$ cat src/rtl/inst_encoder_pkg.sv
`timescale 1ns/1ps
// Shared RV32I opcode/funct/ID constants, encoder field payload and format helpers.
package inst_encoder_pkg;

  localparam int unsigned INST_ID_W = 5;
  localparam int unsigned REG_W     = 5;
  localparam int unsigned XLEN      = 32;

  localparam logic [6:0] OPCODE_OP_IMM = 7'b0010011;
  localparam logic [6:0] OPCODE_OP     = 7'b0110011;
  localparam logic [6:0] OPCODE_LOAD   = 7'b0000011;
  localparam logic [6:0] OPCODE_STORE  = 7'b0100011;
  localparam logic [6:0] OPCODE_BRANCH = 7'b1100011;
  localparam logic [6:0] OPCODE_JAL    = 7'b1101111;
  localparam logic [6:0] OPCODE_JALR   = 7'b1100111;
  localparam logic [6:0] OPCODE_LUI    = 7'b0110111;
  localparam logic [6:0] OPCODE_AUIPC  = 7'b0010111;

  localparam logic [2:0] FUNCT3_ADDI = 3'b000;
  localparam logic [2:0] FUNCT3_ANDI = 3'b111;
  localparam logic [2:0] FUNCT3_JALR = 3'b000;
  localparam logic [2:0] FUNCT3_LW   = 3'b010;
  localparam logic [2:0] FUNCT3_ADD  = 3'b000;
  localparam logic [2:0] FUNCT3_AND  = 3'b111;
  localparam logic [2:0] FUNCT3_SW   = 3'b010;
  localparam logic [2:0] FUNCT3_BEQ  = 3'b000;
  localparam logic [2:0] FUNCT3_BNE  = 3'b001;
  localparam logic [2:0] FUNCT3_BLT  = 3'b100;
  localparam logic [2:0] FUNCT3_BGE  = 3'b101;
  localparam logic [2:0] FUNCT3_BLTU = 3'b110;
  localparam logic [2:0] FUNCT3_BGEU = 3'b111;

  localparam logic [6:0] FUNCT7_ADD = 7'b0000000;
  localparam logic [6:0] FUNCT7_SUB = 7'b0100000;

  localparam logic [INST_ID_W-1:0] ID_NONE  = 5'd0;
  localparam logic [INST_ID_W-1:0] ID_ADDI  = 5'd1;
  localparam logic [INST_ID_W-1:0] ID_ANDI  = 5'd2;
  localparam logic [INST_ID_W-1:0] ID_JALR  = 5'd3;
  localparam logic [INST_ID_W-1:0] ID_LW    = 5'd4;
  localparam logic [INST_ID_W-1:0] ID_ADD   = 5'd5;
  localparam logic [INST_ID_W-1:0] ID_SUB   = 5'd6;
  localparam logic [INST_ID_W-1:0] ID_AND   = 5'd7;
  localparam logic [INST_ID_W-1:0] ID_LUI   = 5'd8;
  localparam logic [INST_ID_W-1:0] ID_AUIPC = 5'd9;
  localparam logic [INST_ID_W-1:0] ID_BEQ   = 5'd10;
  localparam logic [INST_ID_W-1:0] ID_BNE   = 5'd11;
  localparam logic [INST_ID_W-1:0] ID_BLT   = 5'd12;
  localparam logic [INST_ID_W-1:0] ID_BGE   = 5'd13;
  localparam logic [INST_ID_W-1:0] ID_BLTU  = 5'd14;
  localparam logic [INST_ID_W-1:0] ID_BGEU  = 5'd15;
  localparam logic [INST_ID_W-1:0] ID_JAL   = 5'd16;
  localparam logic [INST_ID_W-1:0] ID_SW    = 5'd17;

  typedef enum logic [1:0] {ST_IDLE, ST_LOAD, ST_DONE} state_e;

  typedef enum logic [2:0] {FMT_BAD, FMT_I, FMT_R, FMT_U, FMT_B, FMT_J, FMT_S} fmt_e;

  typedef struct packed {
    logic [INST_ID_W-1:0] id;
    logic [REG_W-1:0]     rs1;
    logic [REG_W-1:0]     rs2;
    logic [REG_W-1:0]     rd;
    logic [XLEN-1:0]      imm;
  } enc_fields_t;

  // True when v is representable as a w-bit two's-complement value.
  function automatic logic fits_signed(input logic [XLEN-1:0] v, input int unsigned w);
    logic ok;
    ok = 1'b1;
    for (int i = 0; i < int'(XLEN); i++) begin
      if (i >= int'(w) - 1 && v[i] != v[XLEN-1]) ok = 1'b0;
    end
    return ok;
  endfunction

endpackage

$ cat src/rtl/inst_encode_comb.sv
`timescale 1ns/1ps
// Combinational RV32I encoder: decoded fields in, machine word plus immediate/ID legality out.
module inst_encode_comb
  import inst_encoder_pkg::*;
(
  input  enc_fields_t     i_fields,
  output logic [XLEN-1:0] o_word,
  output logic            o_ok
);

  fmt_e             w_fmt;
  logic [6:0]       w_op;
  logic [2:0]       w_f3;
  logic [6:0]       w_f7;
  logic [XLEN-1:0]  w_imm;
  logic [REG_W-1:0] w_rs1;
  logic [REG_W-1:0] w_rs2;
  logic [REG_W-1:0] w_rd;

  assign w_imm = i_fields.imm;
  assign w_rs1 = i_fields.rs1;
  assign w_rs2 = i_fields.rs2;
  assign w_rd  = i_fields.rd;

  // ID -> format and fixed opcode fields.
  always_comb begin
    w_fmt = FMT_BAD;
    w_op  = '0;
    w_f3  = '0;
    w_f7  = FUNCT7_ADD;
    case (i_fields.id)
      ID_ADDI:  begin w_fmt = FMT_I; w_op = OPCODE_OP_IMM; w_f3 = FUNCT3_ADDI; end
      ID_ANDI:  begin w_fmt = FMT_I; w_op = OPCODE_OP_IMM; w_f3 = FUNCT3_ANDI; end
      ID_JALR:  begin w_fmt = FMT_I; w_op = OPCODE_JALR;   w_f3 = FUNCT3_JALR; end
      ID_LW:    begin w_fmt = FMT_I; w_op = OPCODE_LOAD;   w_f3 = FUNCT3_LW;   end
      ID_ADD:   begin w_fmt = FMT_R; w_op = OPCODE_OP;     w_f3 = FUNCT3_ADD;  end
      ID_SUB:   begin w_fmt = FMT_R; w_op = OPCODE_OP;     w_f3 = FUNCT3_ADD; w_f7 = FUNCT7_SUB; end
      ID_AND:   begin w_fmt = FMT_R; w_op = OPCODE_OP;     w_f3 = FUNCT3_AND;  end
      ID_LUI:   begin w_fmt = FMT_U; w_op = OPCODE_LUI;    end
      ID_AUIPC: begin w_fmt = FMT_U; w_op = OPCODE_AUIPC;  end
      ID_BEQ:   begin w_fmt = FMT_B; w_op = OPCODE_BRANCH; w_f3 = FUNCT3_BEQ;  end
      ID_BNE:   begin w_fmt = FMT_B; w_op = OPCODE_BRANCH; w_f3 = FUNCT3_BNE;  end
      ID_BLT:   begin w_fmt = FMT_B; w_op = OPCODE_BRANCH; w_f3 = FUNCT3_BLT;  end
      ID_BGE:   begin w_fmt = FMT_B; w_op = OPCODE_BRANCH; w_f3 = FUNCT3_BGE;  end
      ID_BLTU:  begin w_fmt = FMT_B; w_op = OPCODE_BRANCH; w_f3 = FUNCT3_BLTU; end
      ID_BGEU:  begin w_fmt = FMT_B; w_op = OPCODE_BRANCH; w_f3 = FUNCT3_BGEU; end
      ID_JAL:   begin w_fmt = FMT_J; w_op = OPCODE_JAL;    end
      ID_SW:    begin w_fmt = FMT_S; w_op = OPCODE_STORE;  w_f3 = FUNCT3_SW;   end
      default:  ;
    endcase
  end

  // Field packing per format; fields a format does not use stay zero.
  always_comb begin
    o_word = '0;
    o_ok   = 1'b0;
    case (w_fmt)
      FMT_I: begin
        o_word = {w_imm[11:0], w_rs1, w_f3, w_rd, w_op};
        o_ok   = fits_signed(w_imm, 12);
      end
      FMT_R: begin
        o_word = {w_f7, w_rs2, w_rs1, w_f3, w_rd, w_op};
        o_ok   = 1'b1;
      end
      FMT_U: begin
        o_word = {w_imm[31:12], w_rd, w_op};
        o_ok   = (w_imm[11:0] == 12'd0);
      end
      FMT_B: begin
        o_word = {w_imm[12], w_imm[10:5], w_rs2, w_rs1, w_f3, w_imm[4:1], w_imm[11], w_op};
        o_ok   = ~w_imm[0] & fits_signed(w_imm, 13);
      end
      FMT_J: begin
        o_word = {w_imm[20], w_imm[10:1], w_imm[11], w_imm[19:12], w_rd, w_op};
        o_ok   = ~w_imm[0] & fits_signed(w_imm, 21);
      end
      FMT_S: begin
        o_word = {w_imm[11:5], w_rs2, w_rs1, w_f3, w_imm[4:0], w_op};
        o_ok   = fits_signed(w_imm, 12);
      end
      default: ;
    endcase
  end

endmodule

$ cat src/rtl/inst_encoder.sv
`timescale 1ns/1ps
// Program-load engine: accepts decoded field tuples, encodes them and streams words
// into instruction memory, rejecting out-of-range entries with a sticky error count.
module inst_encoder
  import inst_encoder_pkg::*;
#(
  parameter int unsigned ADDR_W = 32,
  parameter int unsigned CNT_W  = 16
) (
  input  logic                 clk,
  input  logic                 rst,
  input  logic                 start,
  input  logic [ADDR_W-1:0]    base_addr,
  input  logic [CNT_W-1:0]     num_inst,
  input  logic                 in_vld,
  output logic                 in_rdy,
  input  logic [INST_ID_W-1:0] in_instID,
  input  logic [REG_W-1:0]     in_rs1,
  input  logic [REG_W-1:0]     in_rs2,
  input  logic [REG_W-1:0]     in_rd,
  input  logic [XLEN-1:0]      in_imm,
  output logic                 mem_we,
  output logic [ADDR_W-1:0]    mem_addr,
  output logic [XLEN-1:0]      mem_wdata,
  output logic                 busy,
  output logic                 done,
  output logic                 err,
  output logic [CNT_W-1:0]     err_cnt
);

  state_e            r_state,      w_state_nxt;
  logic [CNT_W-1:0]  r_rem,        w_rem_nxt;
  logic [ADDR_W-1:0] r_addr,       w_addr_nxt;
  logic              r_in_rdy,     w_in_rdy_nxt;
  logic              r_mem_we,     w_mem_we_nxt;
  logic [ADDR_W-1:0] r_mem_addr,   w_mem_addr_nxt;
  logic [XLEN-1:0]   r_mem_wdata,  w_mem_wdata_nxt;
  logic              r_busy,       w_busy_nxt;
  logic              r_done,       w_done_nxt;
  logic              r_err,        w_err_nxt;
  logic [CNT_W-1:0]  r_err_cnt,    w_err_cnt_nxt;

  enc_fields_t       w_fields;
  logic [XLEN-1:0]   w_word;
  logic              w_ok;
  logic              w_hs;

  assign w_fields = {in_instID, in_rs1, in_rs2, in_rd, in_imm};

  inst_encode_comb u_enc (
    .i_fields (w_fields),
    .o_word   (w_word),
    .o_ok     (w_ok)
  );

  // r_in_rdy is only ever set in LOAD with entries remaining.
  assign w_hs = in_vld & r_in_rdy;

  always_comb begin
    w_state_nxt     = r_state;
    w_rem_nxt       = r_rem;
    w_addr_nxt      = r_addr;
    w_mem_we_nxt    = 1'b0;
    w_mem_addr_nxt  = r_mem_addr;
    w_mem_wdata_nxt = r_mem_wdata;
    w_err_nxt       = r_err;
    w_err_cnt_nxt   = r_err_cnt;
    case (r_state)
      ST_IDLE: begin
        if (start) begin
          w_state_nxt   = ST_LOAD;
          w_rem_nxt     = num_inst;
          w_addr_nxt    = base_addr & ~ADDR_W'(3);
          w_err_nxt     = 1'b0;
          w_err_cnt_nxt = '0;
        end
      end
      ST_LOAD: begin
        if (w_hs) begin
          w_rem_nxt = r_rem - CNT_W'(1);
          if (w_ok) begin
            w_mem_we_nxt    = 1'b1;
            w_mem_addr_nxt  = r_addr;
            w_mem_wdata_nxt = w_word;
            w_addr_nxt      = r_addr + ADDR_W'(4);
          end else begin
            w_err_nxt = 1'b1;
            if (r_err_cnt != '1) w_err_cnt_nxt = r_err_cnt + CNT_W'(1);
          end
        end
        if (w_rem_nxt == '0) w_state_nxt = ST_DONE;
      end
      ST_DONE: w_state_nxt = ST_IDLE;
      default: w_state_nxt = ST_IDLE;
    endcase
    w_in_rdy_nxt = (w_state_nxt == ST_LOAD) && (w_rem_nxt != '0);
    w_busy_nxt   = (w_state_nxt == ST_LOAD);
    w_done_nxt   = (w_state_nxt == ST_DONE);
  end

  always_ff @(posedge clk) begin
    if (rst) begin
      r_state     <= ST_IDLE;
      r_rem       <= '0;
      r_addr      <= '0;
      r_in_rdy    <= 1'b0;
      r_mem_we    <= 1'b0;
      r_mem_addr  <= '0;
      r_mem_wdata <= '0;
      r_busy      <= 1'b0;
      r_done      <= 1'b0;
      r_err       <= 1'b0;
      r_err_cnt   <= '0;
    end else begin
      r_state     <= w_state_nxt;
      r_rem       <= w_rem_nxt;
      r_addr      <= w_addr_nxt;
      r_in_rdy    <= w_in_rdy_nxt;
      r_mem_we    <= w_mem_we_nxt;
      r_mem_addr  <= w_mem_addr_nxt;
      r_mem_wdata <= w_mem_wdata_nxt;
      r_busy      <= w_busy_nxt;
      r_done      <= w_done_nxt;
      r_err       <= w_err_nxt;
      r_err_cnt   <= w_err_cnt_nxt;
    end
  end

  assign in_rdy    = r_in_rdy;
  assign mem_we    = r_mem_we;
  assign mem_addr  = r_mem_addr;
  assign mem_wdata = r_mem_wdata;
  assign busy      = r_busy;
  assign done      = r_done;
  assign err       = r_err;
  assign err_cnt   = r_err_cnt;

endmodule

$ cat config.mk
export PLATFORM = sky130hd
export DESIGN_NAME = inst_encoder
export DESIGN_NICKNAME = d
export VERILOG_FILES = /design/src/rtl/inst_encoder_pkg.sv /design/src/rtl/inst_encode_comb.sv /design/src/rtl/inst_encoder.sv
export SDC_FILE = /design/constraint.sdc
export NUM_CORES = 1
export LEC_CHECK = 0
export ABC_AREA = 1
export CAP_MARGIN = 20
export CORE_MARGIN = 1
export CORE_UTILIZATION = 29
export DETAILED_ROUTE_END_ITERATION = 10
export DONT_BUFFER_PORTS = 1
export SYNTH_ARGS = -nofsm -noshare
export SYNTH_HDL_FRONTEND = slang
export SYNTH_SLANG_ARGS = --single-unit
$ cat constraint.sdc
create_clock -name clk -period 2.07 [get_ports clk]
set_clock_uncertainty 0.05 [all_clocks]
set_input_delay 0.3105 -clock clk [delete_from_list [all_inputs] [get_ports clk]]
set_output_delay 0.3105 -clock clk [all_outputs]
set_load 0.05 [all_outputs]
# --- Word-level counts from Yosys, hierarchy flattened ---
# Cells that the tools add are included.
word_totals:
  register_bits: 135
  output_inout_bits: 85
op_classes:
  add_sub_neg: 3
  eq_ne: 52
  n_mux: 79
  bitwise_logic: 6
  reduce_logical: 19
op_table:
  columns: ["op", "count"]
  rows:
  - ["$pmux W32 S6", 1]
  - ["$mux W16", 7]
  - ["$mux W32", 3]
  - ["$pmux W16 S2", 2]
  - ["$pmux W32 S2", 1]
  - ["$pmux W7 S9", 1]
  - ["$mux W1", 56]
  - ["$eq A5 B4 Y1 const B", 8]
  - ["$pmux W3 S6", 2]
  - ["$add A32 B3 Y32 const B", 1]
  - ["$eq A5 B3 Y1 const B", 4]
  - ["$ne A1 B1 Y1", 20]
  - ["$add A16 B1 Y16 const B", 1]
  - ["$logic_not A16 Y1", 1]
  - ["$ne A16 B16 Y1 const B", 1]
  - ["$reduce_bool A16 Y1", 1]
  - ["$sub A16 B1 Y16 const B", 1]
  - ["$logic_not A12 Y1", 1]
  - ["$eq A5 B2 Y1 const B", 2]
  - ["$eq A5 B5 Y1 const B", 2]
  - ["$eq A3 B3 Y1 const B", 3]
  - ["$reduce_or A3 Y1", 3]
  - ["$ne A2 B2 Y1 const B", 4]
  - ["$reduce_and A4 Y1", 2]
  - ["21 further kinds", 31]

# --- Longest topological paths before layout ---
logic_depth:
  ltp_word: 26
  mapped_depth: 16
  depth_no_buf: 16

# --- Modules after synthesis ---
# From an unflattened synthesis, not the netlist that was laid out.
unflattened:
  hier_cells: 1201
  hier_area_um2: 7681.1
modules_own_cells:
  columns: ["mod", "n_inst", "cells_each", "area_per_inst_um2"]
  rows:
  - ["inst_encoder", 1, 983, 6610.1]
  - ["inst_encode_comb", 1, 218, 1071.0]

# --- Worst setup path before layout ---
# No wires, ideal clock.
synth_timing:
  path_type: "register -> register"
  startpoint: "reg r_err_cnt[0], in the netlist err_cnt[0]"
  endpoint: "reg r_err_cnt[11], in the netlist err_cnt[11]"
  setup_ns: 0.070
  t_arrival_ns: 2.074
  setup_slack_ns: -0.125
  stages_incl_launch_ff: 11
  path_buffers: 1
  path_cell_list: "dfxtp_1 > ha_1 > nand2_1 > nor3_1 > nand2_1 > nor2_1 > a21oi_2 > nand2_2 > buf_6 > nand2_1 > a21oi_1"
synth_between:
  elab_chain_len: 5
synth_rtl:
  columns: ["element", "line_no", "source"]
  rows:
  - ["start, declared", "inst_encoder.sv:41", "logic [CNT_W-1:0] r_err_cnt, w_err_cnt_nxt;"]
  - ["start signal, assigned", "inst_encoder.sv:125", "r_err_cnt <= w_err_cnt_nxt;"]
  - ["$add A16 B1 Y16", "inst_encoder.sv:88", "if (r_err_cnt != '1) w_err_cnt_nxt = r_err_cnt + CNT_W'(1);"]
  - ["$mux W16", "inst_encoder.sv:88", null]
  - ["$mux W16", "inst_encoder.sv:81", "if (w_ok) begin"]
  - ["$mux W16", "inst_encoder.sv:79", "if (w_hs) begin"]
  - ["$pmux W16 S2", "inst_encoder.sv:68", "case (r_state)"]
# Several ways; a longest one is shown, not always the timed one. The select of a mux whose other input is x is not followed.
# A chain may end at the register's enable or synchronous reset.

# --- Worst setup path in the final report ---
layout_timing:
  startpoint: "reg r_rem[2]"
  endpoint: "reg r_in_rdy, in the netlist in_rdy"
layout_between:
  elab_chain_len: 8
layout_rtl:
  columns: ["element", "line_no", "source"]
  rows:
  - ["start, declared", "inst_encoder.sv:32", "logic [CNT_W-1:0] r_rem, w_rem_nxt;"]
  - ["start signal, assigned", "inst_encoder.sv:116", "r_rem <= w_rem_nxt;"]
  - ["$sub A16 B1 Y16", "inst_encoder.sv:80", "w_rem_nxt = r_rem - CNT_W'(1);"]
  - ["$mux W16", "inst_encoder.sv:79", null]
  - ["$mux W16", "inst_encoder.sv:68", null]
  - ["$logic_not A16 Y1", "inst_encoder.sv:91", "if (w_rem_nxt == '0) w_state_nxt = ST_DONE;"]
  - ["$mux W2", "inst_encoder.sv:91", null]
  - ["$pmux W2 S2", "inst_encoder.sv:68", null]
  - ["$eq A2 B1 Y1", "inst_encoder.sv:96", "w_in_rdy_nxt = (w_state_nxt == ST_LOAD) && (w_rem_nxt != '0);"]
  - ["$logic_and A1 B1 Y1 (*)", "inst_encoder.sv:96", null]
  - ["end signal, assigned", "inst_encoder.sv:118", "r_in_rdy <= w_in_rdy_nxt;"]
  - ["end, declared", "inst_encoder.sv:34", "logic r_in_rdy, w_in_rdy_nxt;"]
# Mark *: on every way between the ends. The rest lies on a longest branch, timed or not. The select of a mux whose other input is x is not followed.

==> out/results.txt <==
Die area: 26900 sq um
Power Density: 828 nW/um^2
Minimum clock period: 2.00 ns
Initial antenna violation count: 1
Sequential power share: 0.370
Mapped Cells: 1234
FF+latch area: 2610 sq um
Outcome: finished, final reports clean
Rows: 58
Drt first pass iters: 6
WL final: 25800 um
Worst-margin pin slew: 0.683 ns
R2R setup slack: 0.07 ns
Core Box Area: 25500 sq um
First-pass GRT wire length: 40200 um
Mapped Area: 7630 sq um
Tcrit/Tclk final: 0.965
Largest net degree at the start of global routing: 50
Final hold vios: 0
Critical path class: flip-flop to flip-flop
FF+latch count, synth: 130
RSZ-0062 raised after global routing: yes
Leak: 3.94 nW
Clock buffer depth: 2
Hpwl dp: 19500 um
Die height: 164 um
Most common cell after layout, fill and taps aside: nand2_1
Crit path DAT: 2.26 ns
IO buf count: 0
Number of library cell types mapped by synthesis: 41
Area of the multi-input gates: 4450 sq um
Setup Viol. Count Final: 0
Synthesis-to-finish area growth: 21.4%
CP startpoint kind: flip-flop
Crit path max fanout: 5
Starting density of the core: 0.299
Worst r2r src: r_rem[2]$_SDFF_PP0_
Vias in the first global route: 7550
Via count: 8203
Clk sink count: 130
CP Capture Type: flip-flop
Min-delay worst type: input pin to flip-flop
Worst Hold End: mem_wdata[18]$_SDFFE_PP0P_
CTS tree: done
GRT overflow: 0
I/O pins: 189
Max_cap viols: 0
Max frequency: 501 MHz
R2r endpoint: in_rdy$_SDFF_PP0_
Routability cong.: 0.964
H-tree depth: 4
Most frequent cells in the layout: 334 x nand2_1, 205 x nor2_1, 123 x dfxtp_1, 104 x nand3_1, 95 x inv_1
Hold Path Cell Cnt: 2
Final layout net count: 1401
Starting DRT DRC Count: 536
Clk pwr share: 0.426
# placed instances: 1603
NetSw: 2.52 mW
Synth warnings: 0
ANT nets after route: 0
Insertion delay to the later sink of the worst-skew pair: 0.42 ns
Register area share after synthesis: 0.341
Crit path required time: 2.34 ns
Final std cells w/o fill: 1638
HP Start: in_imm[18]
Synthesized area per cell: 6.18 sq um
Remaining DRCs: 0
Chip width: 164 um
Setup TNS: 0 ns
Pint: 5.15 mW
Tot GR Track Use: 0.192
Max Slew Vio Count: 0
Sw Ratio: 0.329
Logic pwr share: 0.204
Inserted Clock Buffers: 17
Root buf cell: clkbuf_16
R2R cell count: 12
VDD IR max: 0.374 mV
Slew HR: 0.544
Routed len/inst: 15.8 um
Worst-path clk slew: 0.07 ns
Fillers: 2783
Vias/cell: 5.01
Share of cells above drive strength 1: 0.125
Final core utilization: 0.363
what timing repair did:
item | 4_1_cts | 5_1_grt
hold buffers | 1 | 0
hold endpoints to repair | 49 | 0
setup buffers | 0 | 1
resized for setup | 0 | 25
endpoints found under the setup margin | 0 | 30
worst max path at each step:
stage	slack [ns]	to	from	cells after the start
floorplan	0.06	err_cnt[11]$_SDFFE_PP0P_	err_cnt[5]$_SDFFE_PP0P_	9
global placement	-0.05	mem_addr[30]$_SDFFE_PP0P_	in_instID[0]	11
detailed placement	-0.07	mem_addr[30]$_SDFFE_PP0P_	in_instID[3]	15
CTS	0.007	in_rdy$_SDFF_PP0_	r_rem[0]$_SDFF_PP0_	13
global route	-0.05	in_rdy$_SDFF_PP0_	r_rem[1]$_SDFF_PP0_	13
finish	0.07	in_rdy$_SDFF_PP0_	r_rem[2]$_SDFF_PP0_	12
through the flow:
stage	setup WS (ns)	power, mW	instance area [sq um]	hold WS, ns
after floorplan	0.0623	3.87	7630	0.417
after global placement	-0.0535	4.36	8530	0.350
after detailed placement	-0.0677	4.37	8530	0.355
after CTS	0.00682	7.70	9180	0.00365
after global routing	-0.0494	8.08	9260	0.0150
final	0.0732	7.67	9260	0.0315
flip-flops by register name, indices dropped and copies added (netlist names):
name,flops
in_rdy,1
r_rem,16
err,1
busy,1
err_cnt,16
done,1
r_addr,30
r_state,2
mem_we,1
mem_wdata,31
mem_addr,30
metal layers:
| layer | global-route usage | routed length, um | up-vias |
|---|---|---|---|
| met5 | 0 | 0 | - |
| met2 | 0.315 | 11900 | 260 |
| met1 | 0.245 | 11600 | 3766 |
| li1 | - | - | 4136 |
| met4 | 0.0631 | 576 | 0 |
| met3 | 0.0457 | 1760 | 41 |
critical path, cell delays in order, from the launching register on:
cell     delay [ns]
dfxtp_1        0.36
inv_1          0.14
nand2_1        0.06
nor2_1         0.25
nand4_1        0.12
nand2_1        0.10
nand2_1        0.05
a21oi_1        0.19
nand2_1        0.08
nor3_1         0.27
nand3_1        0.12
nand2_1        0.07
inv_1          0.04
cell families (layout without fill, tap and decap cells):
| kind of cell | after synthesis | after routing | share of synthesized area |
|---|---|---|---|
| and+or+nand+nor | 731 | 731 | 0.401 |
| xor gates and xnor gates | 32 | 32 | 0.0368 |
| other | 1 | 3 | 0.000492 |
| AOI/OAI and AO/OA | 179 | 179 | 0.126 |
| adders and majority gates | 3 | 3 | 0.00492 |
| muxes | 4 | 4 | 0.00525 |
| buffers and inverters | 154 | 226 | 0.0837 |
| DFF | 130 | 130 | 0.341 |
cells in the mapped netlist (all sizes together):
cell | n | area (sq um)
a211oi | 4 | 30.0
a21boi | 1 | 7.51
a21oi | 62 | 314
a221o | 1 | 10.0
a221oi | 1 | 8.76
a22oi | 6 | 45.0
a31oi | 4 | 25.0
a32o | 2 | 20.0
buf | 25 | 151
clkbuf | 24 | 90.1
clkinv | 2 | 7.51
conb | 1 | 3.75
dfxtp | 130 | 2600
ha | 3 | 37.5
inv | 103 | 389
mux2i | 4 | 40.0
nand2 | 342 | 1300
nand3 | 105 | 526
nand3b | 3 | 22.5
nand4 | 22 | 138
nor2 | 213 | 815
nor3 | 33 | 170
nor3b | 3 | 22.5
nor4 | 7 | 43.8
o21ai | 90 | 450
o21bai | 3 | 22.5
o22ai | 5 | 31.3
or2 | 3 | 18.8
xnor2 | 6 | 52.6
xor2 | 26 | 228
power groups by stage:
stage / Clock [mW] / Sequential [mW] / Combinational [mW]
floorplan: 0 / 2.86 / 1.01
global placement: 0 / 2.88 / 1.48
detailed placement: 0 / 2.88 / 1.49
CTS: 3.35 / 2.83 / 1.52
global route: 3.47 / 2.85 / 1.75
finish: 3.27 / 2.83 / 1.56
area by class of cell:
type,count,area share
diodes,1,0.000270
clock buffers,17,0.0459
clock inverters,15,0.0209
inverters,105,0.0431
multi-input cells,951,0.480
flip-flops and latches,130,0.282
well taps,330,0.0446
repair buffers,89,0.0828
Power figures use the tool's default switching activity.
